--- src/rtl/tmc_mem_arb_pkg.sv ---
// -----------------------------------------------------------------------------
// tmc_mem_arb_pkg
// Shared definitions for the two-requester on-chip memory arbiter.
//   - Default geometry: word-address width, data width, byte-enable width and
//     number of implemented memory words.
//   - Requester index constants, used to pick bits out of req/gnt vectors.
//   - Priority pointer encoding for the round-robin arbiter.
// -----------------------------------------------------------------------------
package tmc_mem_arb_pkg;

  localparam int TMC_ADDR_W = 14;
  localparam int TMC_DATA_W = 32;
  localparam int TMC_BE_W   = TMC_DATA_W / 8;
  localparam int TMC_DEPTH  = 9000;

  // Requester indices into req/gnt/readdatavalid vectors.
  localparam int REQ_M0  = 0;
  localparam int REQ_M1  = 1;
  localparam int NUM_REQ = 2;

  // Which requester wins when both request in the same cycle.
  typedef enum logic {
    PRIO_M0 = 1'b0,
    PRIO_M1 = 1'b1
  } prio_e;

endpackage : tmc_mem_arb_pkg

--- src/rtl/tmc_rr_arb2.sv ---
// -----------------------------------------------------------------------------
// tmc_rr_arb2
// Two-way round-robin arbiter. The grant is combinational from the current
// requests and the priority pointer; the pointer moves to the other requester
// only when a grant is actually issued.
//
// Ports
//   clk       in   1  clock
//   reset     in   1  synchronous active-high reset; pointer favours M0 next
//   i_req     in   2  request vector, bit REQ_M0 / REQ_M1
//   i_accept  in   1  grants may be issued this cycle (low = freeze)
//   o_gnt     out  2  one-hot grant, or zero when nothing is granted
// -----------------------------------------------------------------------------
module tmc_rr_arb2
  import tmc_mem_arb_pkg::*;
(
  input  logic               clk,
  input  logic               reset,
  input  logic [NUM_REQ-1:0] i_req,
  input  logic               i_accept,
  output logic [NUM_REQ-1:0] o_gnt
);

  prio_e              r_prio;
  logic [NUM_REQ-1:0] w_req;
  logic [NUM_REQ-1:0] w_gnt;

  // A frozen arbiter sees no requests at all, so it can neither grant nor
  // move its pointer.
  assign w_req = i_accept ? i_req : '0;

  // NOTE: every output of an always_comb gets a default on entry; a path that
  // leaves it unassigned would infer a latch.
  always_comb begin
    w_gnt = '0;
    case (w_req)
      2'b01:   w_gnt = 2'b01;
      2'b10:   w_gnt = 2'b10;
      2'b11:   w_gnt = (r_prio == PRIO_M1) ? 2'b10 : 2'b01;
      default: w_gnt = '0;
    endcase
  end

  assign o_gnt = w_gnt;

  // NOTE: state registers use non-blocking assignments so every flop samples
  // the pre-edge values, independent of statement order.
  always_ff @(posedge clk) begin
    if (reset) begin
      r_prio <= PRIO_M0;
    end else if (w_gnt != '0) begin
      // The requester just served drops to lowest priority.
      r_prio <= w_gnt[REQ_M1] ? PRIO_M0 : PRIO_M1;
    end
  end

endmodule : tmc_rr_arb2

--- src/rtl/tmc_onchip_mem_arbiter.sv ---
// -----------------------------------------------------------------------------
// tmc_onchip_mem_arbiter
// Shares one single-port on-chip RAM between two Avalon-MM style requesters.
// One transfer is accepted per cycle (round-robin on contention), the memory
// port is driven combinationally from the granted requester, and read data
// returns with a fixed latency of one cycle to the requester that issued it.
// Addresses at or beyond DEPTH are accepted but never reach the RAM: reads
// return zero, writes are dropped, and a sticky range_err flag is raised.
//
// Ports
//   clk, reset            clock, synchronous active-high reset
//   reset_req             memory freeze: no grants, RAM clock enable low
//   mN_address/byteenable/read/write/writedata   requester N command (N=0,1)
//   mN_waitrequest        high = command not accepted this cycle
//   mN_readdata/readdatavalid                    requester N read return
//   mem_address/byteenable/chipselect/write/writedata/clken  RAM command
//   mem_readdata          RAM output, valid one cycle after the read address
//   range_err, err_clr    sticky out-of-range flag and its clear
// -----------------------------------------------------------------------------
module tmc_onchip_mem_arbiter
  import tmc_mem_arb_pkg::*;
#(
  parameter  int ADDR_W = TMC_ADDR_W,
  parameter  int DATA_W = TMC_DATA_W,
  parameter  int DEPTH  = TMC_DEPTH,
  localparam int BE_W   = DATA_W / 8
) (
  input  logic              clk,
  input  logic              reset,
  input  logic              reset_req,

  input  logic [ADDR_W-1:0] m0_address,
  input  logic [BE_W-1:0]   m0_byteenable,
  input  logic              m0_read,
  input  logic              m0_write,
  input  logic [DATA_W-1:0] m0_writedata,
  output logic              m0_waitrequest,
  output logic [DATA_W-1:0] m0_readdata,
  output logic              m0_readdatavalid,

  input  logic [ADDR_W-1:0] m1_address,
  input  logic [BE_W-1:0]   m1_byteenable,
  input  logic              m1_read,
  input  logic              m1_write,
  input  logic [DATA_W-1:0] m1_writedata,
  output logic              m1_waitrequest,
  output logic [DATA_W-1:0] m1_readdata,
  output logic              m1_readdatavalid,

  output logic [ADDR_W-1:0] mem_address,
  output logic [BE_W-1:0]   mem_byteenable,
  output logic              mem_chipselect,
  output logic              mem_write,
  output logic [DATA_W-1:0] mem_writedata,
  output logic              mem_clken,
  input  logic [DATA_W-1:0] mem_readdata,

  output logic              range_err,
  input  logic              err_clr
);

  // ---------------------------------------------------------------------------
  // Request and grant
  // ---------------------------------------------------------------------------
  logic [NUM_REQ-1:0] w_req;
  logic [NUM_REQ-1:0] w_gnt;
  logic               w_block;
  logic               w_accept;

  assign w_req[REQ_M0] = m0_read | m0_write;
  assign w_req[REQ_M1] = m1_read | m1_write;

  // Nothing may be accepted during reset or while the memory is frozen.
  assign w_block  = reset | reset_req;
  assign w_accept = |w_gnt;

  tmc_rr_arb2 u_rr_arb2 (
    .clk      (clk),
    .reset    (reset),
    .i_req    (w_req),
    .i_accept (~w_block),
    .o_gnt    (w_gnt)
  );

  // ---------------------------------------------------------------------------
  // Granted-command mux. Everything is zero when no transfer is accepted so the
  // RAM port idles at a clean all-zero command.
  // ---------------------------------------------------------------------------
  logic [ADDR_W-1:0] w_sel_addr;
  logic [BE_W-1:0]   w_sel_be;
  logic [DATA_W-1:0] w_sel_wdata;
  logic              w_sel_write;
  logic              w_in_range;
  logic              w_cs;

  always_comb begin
    w_sel_addr  = '0;
    w_sel_be    = '0;
    w_sel_wdata = '0;
    w_sel_write = 1'b0;
    if (w_gnt[REQ_M1]) begin
      w_sel_addr  = m1_address;
      w_sel_be    = m1_byteenable;
      w_sel_wdata = m1_writedata;
      w_sel_write = m1_write;      // read+write together counts as a write
    end else if (w_gnt[REQ_M0]) begin
      w_sel_addr  = m0_address;
      w_sel_be    = m0_byteenable;
      w_sel_wdata = m0_writedata;
      w_sel_write = m0_write;
    end
  end

  // Compare at 32 bits so a DEPTH that does not fit in ADDR_W still works.
  assign w_in_range = (32'(w_sel_addr) < 32'(DEPTH));
  assign w_cs       = w_accept & w_in_range;

  assign mem_address    = w_sel_addr;
  assign mem_byteenable = w_sel_be;
  assign mem_writedata  = w_sel_wdata;
  assign mem_chipselect = w_cs;
  assign mem_write      = w_cs & w_sel_write;
  assign mem_clken      = ~reset_req;

  // ---------------------------------------------------------------------------
  // Waitrequest: high for a requester that asks but is not granted, and for
  // everyone during reset. An idle requester is never stalled otherwise.
  // ---------------------------------------------------------------------------
  assign m0_waitrequest = reset | (w_req[REQ_M0] & ~w_gnt[REQ_M0]);
  assign m1_waitrequest = reset | (w_req[REQ_M1] & ~w_gnt[REQ_M1]);

  // ---------------------------------------------------------------------------
  // Read-return pipeline and sticky range error.
  // r_rdv[N]  : requester N had a read accepted last cycle.
  // r_rd_oor  : that read was out of range, so its data must be forced to 0.
  // reset_req does not touch this pipeline, so a read accepted just before a
  // freeze still returns its data (the RAM captured it with clken high).
  // ---------------------------------------------------------------------------
  logic [NUM_REQ-1:0] r_rdv;
  logic               r_rd_oor;
  logic               r_range_err;
  logic               w_err_set;
  logic [NUM_REQ-1:0] w_rdv_out;

  assign w_err_set = w_accept & ~w_in_range;

  always_ff @(posedge clk) begin
    if (reset) begin
      r_rdv       <= '0;
      r_rd_oor    <= 1'b0;
      r_range_err <= 1'b0;
    end else begin
      r_rdv    <= w_gnt & {NUM_REQ{~w_sel_write}};
      r_rd_oor <= w_err_set;
      // Set takes priority over a simultaneous clear.
      if (w_err_set) begin
        r_range_err <= 1'b1;
      end else if (err_clr) begin
        r_range_err <= 1'b0;
      end
    end
  end

  // Reset is synchronous, so a valid registered just before reset would still
  // be visible in the first reset cycle; mask it so reset cancels it outright.
  assign w_rdv_out = reset ? '0 : r_rdv;

  assign m0_readdatavalid = w_rdv_out[REQ_M0];
  assign m1_readdatavalid = w_rdv_out[REQ_M1];

  assign m0_readdata = (w_rdv_out[REQ_M0] && !r_rd_oor) ? mem_readdata : '0;
  assign m1_readdata = (w_rdv_out[REQ_M1] && !r_rd_oor) ? mem_readdata : '0;

  assign range_err = r_range_err;

endmodule : tmc_onchip_mem_arbiter

--- config.mk ---
export PLATFORM = sky130hd
export DESIGN_NAME = tmc_onchip_mem_arbiter
export DESIGN_NICKNAME = d
export VERILOG_FILES = /design/src/rtl/tmc_mem_arb_pkg.sv /design/src/rtl/tmc_rr_arb2.sv /design/src/rtl/tmc_onchip_mem_arbiter.sv
export SDC_FILE = /design/constraint.sdc
export NUM_CORES = 1
export LEC_CHECK = 0
export CAP_MARGIN = 20
export CORE_AREA = 2 2 101 103
export CTS_BUF_LIST = sky130_fd_sc_hd__clkbuf_8
export CTS_CLUSTER_DIAMETER = 60
export DETAILED_ROUTE_END_ITERATION = 16
export DIE_AREA = 0 0 103 105
export DONT_BUFFER_PORTS = 1
export PLACE_DENSITY = 0.3
export SYNTH_ARGS = -nofsm -noshare
export SYNTH_HDL_FRONTEND = slang
export SYNTH_SLANG_ARGS = --single-unit
--- constraint.sdc ---
create_clock -name clk -period 1.4 [get_ports clk]
set_input_delay 0.21 -clock clk [delete_from_list [all_inputs] [get_ports clk]]
set_output_delay 0.21 -clock clk [all_outputs]
set_load 0.005 [all_outputs]
After elaboration in Yosys (flattened, before gate mapping). Index checks and enable logic that the tools add are counted.

Register bits after elaboration: 5. Word-level logic and storage cells: 47.

Order comparisons: 1. Equality and inequality tests: 3. Mux-type cells: 17. Bitwise logic cells: 16. Reductions and logical operators: 6.

Operators with widths (number): 32-bit 2-to-1 mux (4); 14-bit 2-to-1 mux (2); 14-bit < comparator (second input constant) (1); 4-bit 2-to-1 mux (2); 2-bit 2-to-1 mux (3); 2-bit case mux with 3 select lines (1); 1-bit bitwise AND (5); 1-bit 2-to-1 mux (5); 1-bit inverter (5); 1-bit bitwise OR (5); 2-bit equality test (second input constant) (2); 2-bit nonzero test (2); 2-bit bitwise AND (1); 2-bit by 1-bit equality test with 1-bit output (second input constant) (1); 1-bit logical AND (2); 2-bit OR reduction (1); 1-bit zero test (1).

Logic depth before layout (Yosys ltp).
Word-level depth: 10. Gate-level depth with buffers: 6. Gate-level depth less buffers: 5.

By module. From an unflattened synthesis, not the netlist that was laid out.

Cell total of the unflattened synthesis: 195. Area, all modules: 1310.0 µm².

By module, submodules not included: tmc_onchip_mem_arbiter (instances 1, cells each 186, area each 1247.4 µm², seq. area each 80.1 µm²); tmc_rr_arb2 (instances 1, cells each 9, area each 62.6 µm², seq. area each 20.0 µm²).

Worst setup path after synthesis. Ideal clock, no wire load.

Kind: input to output. Start: input m1_write. End: output mem_write. Data arrival time: 1261 ps. Data required time: 1190 ps. Setup slack: -71 ps. Stages: 5. Path through: or2_1 -> o21a_1 -> a32o_2 -> nand4b_4 -> a211oi_2.

Cells in the longest elaborated chain, start to end: 9. Elaborated cells between the ends (all ways): 14. Classes of those cells: order compare (1); eq/ne (3); mux (6); bitwise (3); reduce/logical (1).

Ends and longest elaborated chain: from (decl) (line tmc_onchip_mem_arbiter.sv:44) `input logic m1_write,`; 1-bit bitwise OR (*) (line tmc_onchip_mem_arbiter.sv:71) `assign w_req[REQ_M1] = m1_read | m1_write;`; 2-bit 2-to-1 mux (*) (line tmc_rr_arb2.sv:30) `assign w_req = i_accept ? i_req : '0;`; 2-bit equality test or 2-bit by 1-bit equality test with 1-bit output (tied branches) (line tmc_rr_arb2.sv:36) `case (w_req)`; 2-bit case mux with 3 select lines (*) (line tmc_rr_arb2.sv:36); 14-bit 2-to-1 mux (line tmc_onchip_mem_arbiter.sv:106) `end else if (w_gnt[REQ_M0]) begin`; 14-bit 2-to-1 mux (*) (line tmc_onchip_mem_arbiter.sv:101) `if (w_gnt[REQ_M1]) begin`; net mem_address[10] (line tmc_onchip_mem_arbiter.sv:50) `output logic [ADDR_W-1:0] mem_address,`; 14-bit < comparator (*) (line tmc_onchip_mem_arbiter.sv:115) `assign w_in_range = (32'(w_sel_addr) < 32'(DEPTH));`; 1-bit bitwise AND (*) (line tmc_onchip_mem_arbiter.sv:116) `assign w_cs = w_accept & w_in_range;`; 1-bit bitwise AND (*) (line tmc_onchip_mem_arbiter.sv:122) `assign mem_write = w_cs & w_sel_write;`; to (decl) (line tmc_onchip_mem_arbiter.sv:53) `output logic mem_write,`.

The timed path passes the listed nets; every way through them passes the cells marked *.

Final worst setup path.
Start: register u_rr_arb2.r_prio. End: output mem_byteenable[1].

Cells in the longest elaborated chain, start to end: 4.

Ends and longest elaborated chain: from (decl) (line tmc_rr_arb2.sv:24) `prio_e r_prio;`; from (signal assigned) (line tmc_rr_arb2.sv:53) `r_prio <= w_gnt[REQ_M1] ? PRIO_M0 : PRIO_M1;`; 2-bit 2-to-1 mux (*) (line tmc_rr_arb2.sv:39) `2'b11: w_gnt = (r_prio == PRIO_M1) ? 2'b10 : 2'b01;`; 2-bit case mux with 3 select lines (*) (line tmc_rr_arb2.sv:36); 4-bit 2-to-1 mux (line tmc_onchip_mem_arbiter.sv:106); 4-bit 2-to-1 mux (*) (line tmc_onchip_mem_arbiter.sv:101); to (decl) (line tmc_onchip_mem_arbiter.sv:51) `output logic [BE_W-1:0] mem_byteenable,`.

Every way passes the cells marked *; elsewhere a longest branch is shown, timed or not.

==> results.md <==
* Register area share after synthesis at 0.0750
* Power Density at 417 nW/µm²
* Total of max-cap violations at 0
* Final setup viols at 87
* Critical Path Slowest Stage Cell: dfxtp_2
* CTS Buffer Depth at 2
* Post-route DRC at 0
* Placer Congestion at 0.818
* WP buf/inv at 3
* Final Routed Wirelength at 7.25 mm
* Clk pin slew, worst setup/hold paths at 0.04 ns
* Top post-synthesis cells by area: and2_1 32%, a22o_1 28%, dfxtp_1 7.5%
* Fin cells at 340
* Worst EP arrival at 1.49 ns
* # rows at 36
* DP Cell Count at 326
* Delay-heaviest family, CP: buffers and inverters
* Area Overhead vs Synth at 55.5%
* RSZ-0062 raised after global routing: true
* Failing checks: setup timing
* First-pass GRT wire length at 8.56 mm
* Placed standard-cell area at 1650 µm²
* Flops & latches, synth at 5
* Layout cells sized above 1 at 0.473
* Synth Instances at 189
* Port Buffers at 0
* Slew headroom at 0.760
* Avg Cell Area, Syn at 7.06 µm²
* TritonCTS clock tree: yes
* CTS buffer count at 3
* Final Hold Fails at 0
* Worst Slack Setup Final at -0.301 ns
* Status: complete, but fails checks
* ANT nets after route at 0
* Top cell type's share of synthesized area at 0.319
* Routed len/inst at 21.3 µm
* Pwr Total at 0.000865 W
* Io pins at 262
* Largest area contributor in the netlist: and2_1
* Worst path cell trace: o21a_1 > buf_4 > nor3_4 > buf_12 > clkbuf_16 > a22o_1
* Slowest stage delay, CP at 0.32 ns
* Tot GR Track Use at 0.106
* Number of global-route vias before repair at 1476
* Starting DRT DRC Count at 64
* Worst EP required at 1.19 ns
* Slew Limit Fails at 0
* Detailed placer's ending HPWL at 5.89 mm
* Syn Nets at 329
* Hold buffer count at CTS at 0
* Final Cycle Share at 1.21
* Skew final at 0.000804 ns
* Final Instance Area at 2070 µm²
* Number of clock sinks at 5
* Core area at 9640 µm²
* Worst-margin pin slew at 0.357 ns
* Leak Pwr at 0.822 nW
* Tmin final at 1.70 ns
* Largest net degree at the start of global routing at 42
* Crit Path Class: reg2out
* Die area at 10800 µm²
* Drt pass-1 iters at 4
* Fin nets at 346
* CP Launch Type: flip-flop
* Layout fillers at 1079
* Crit. End Element: primary output
* Initial core utilization at 0.138
* DIE HEIGHT at 105 µm
* Initial antenna violation count at 2
* Die Wd at 103 µm
* Clk_lat worst skew at 0.22 ns
* Vias/cell at 4.84
* Max frequency at 588 MHz
* Library cells used by synthesis at 28
* Congestion Overflow GR at 0
* Via count at 1645
* Clk root buf: clkbuf_8
* Worst vdd ir at 214 µV
* Worst min path class: in2reg
* Mapped Area at 1330 µm²
* Yosys warns at 0
* H-tree lvl count at 1
* Critical path fanouts, max at 17
## layout by cell type, fill, tap and decap left out, types with 5 or more instances in the layout
cell type  synthesis  layout
and2_4             0      34
buf_4              0      16
nor2_1            16      13
and2_1            68      34
a22o_1            42      38
buf_12             0       5
a22oi_2            0       7
## power breakdown
part           internal [W]  switching (W)
combinational      0.000238       0.000212
clock              0.000188      0.0000703
sequential         0.000152     0.00000597
## state kept, by name, summed over array words and instances (netlist names)
name and cells:
u_rr_arb2.r_prio 1, range_err 1, r_rd_oor 1, r_rdv 2
## logic make-up after synthesis
logic type,synth area share
AND/OR/NAND/NOR,0.451
AO/OA/AOI/OAI,0.410
flip-flops,0.0750
buffers and inverters,0.0638
## worst reg2reg max path: stages, from the launching register on
cell and delay (ns):
dfxtp_2 0.32, o21a_1 0.22, a32o_2 0.26, nand4b_4 0.19, buf_4 0.16, a22o_1 0.21
## what timing repair did
action,CTS,global route
pin swaps,2,56
setup endpoints to repair,117,120
gates resized for setup,16,50
gates cloned,0,5
setup buffers,1,2
## layout make-up
| cell class | instances | area [µm²] | share of cell area |
|---|---|---|---|
| multi-input cells | 165 | 1370 | 0.660 |
| well taps | 133 | 166 | 0.0802 |
| inverters | 1 | 3.75 | 0.00181 |
| repair buffers | 30 | 380 | 0.183 |
| flip-flops and latches | 5 | 104 | 0.0501 |
| clock inverters | 1 | 3.75 | 0.00181 |
| diodes | 2 | 5.00 | 0.00241 |
| clock buffers | 3 | 41.3 | 0.0199 |
## cell usage after synthesis, drive strengths merged
cell type  instances
a211oi             1
a21o               1
a21oi              3
a22o              42
a22oi              9
a32o               1
and2              68
and2b              1
buf               12
clkbuf             6
dfxtp              5
inv                1
nand2              2
nand4b             1
nor2              18
nor2b              4
nor3               2
nor4               1
o2111ai            1
o21a               2
o21ai              4
o31ai              1
or2                2
or3                1
## final timing paths
path                     from                 to  slack [ns]  cells after the start
max reg2reg  u_rr_arb2.r_prio          range_err       -0.08                      5
min                     reset   u_rr_arb2.r_prio        0.05                      1
min reg2reg         range_err          range_err        0.50                      1
max          u_rr_arb2.r_prio  mem_byteenable[1]       -0.30                      6
## per-layer routing
layer | GRT usage | share of wire
met1 | 0.106 | 0.33
met2 | 0.209 | 0.55
met3 | 0.0221 | 0.094
met4 | 0.0357 | 0.028
met5 | 0 | 0
## metrics by stage
stage | setup slack [ns] | hold slack, ns | setup TNS [ns] | utilization
floorplan | -0.0128 | 0.272 | -0.235 | -
global placement | -0.0659 | 0.274 | -0.177 | 0.171
detailed placement | -0.0909 | 0.279 | -0.293 | 0.171
CTS | -0.276 | 0.0446 | -11.83 | 0.183
global route | -0.377 | 0.0448 | -22.20 | 0.215
finish | -0.301 | 0.0519 | -14.81 | 0.215
No activity file was read; power rests on OpenSTA's default activity.
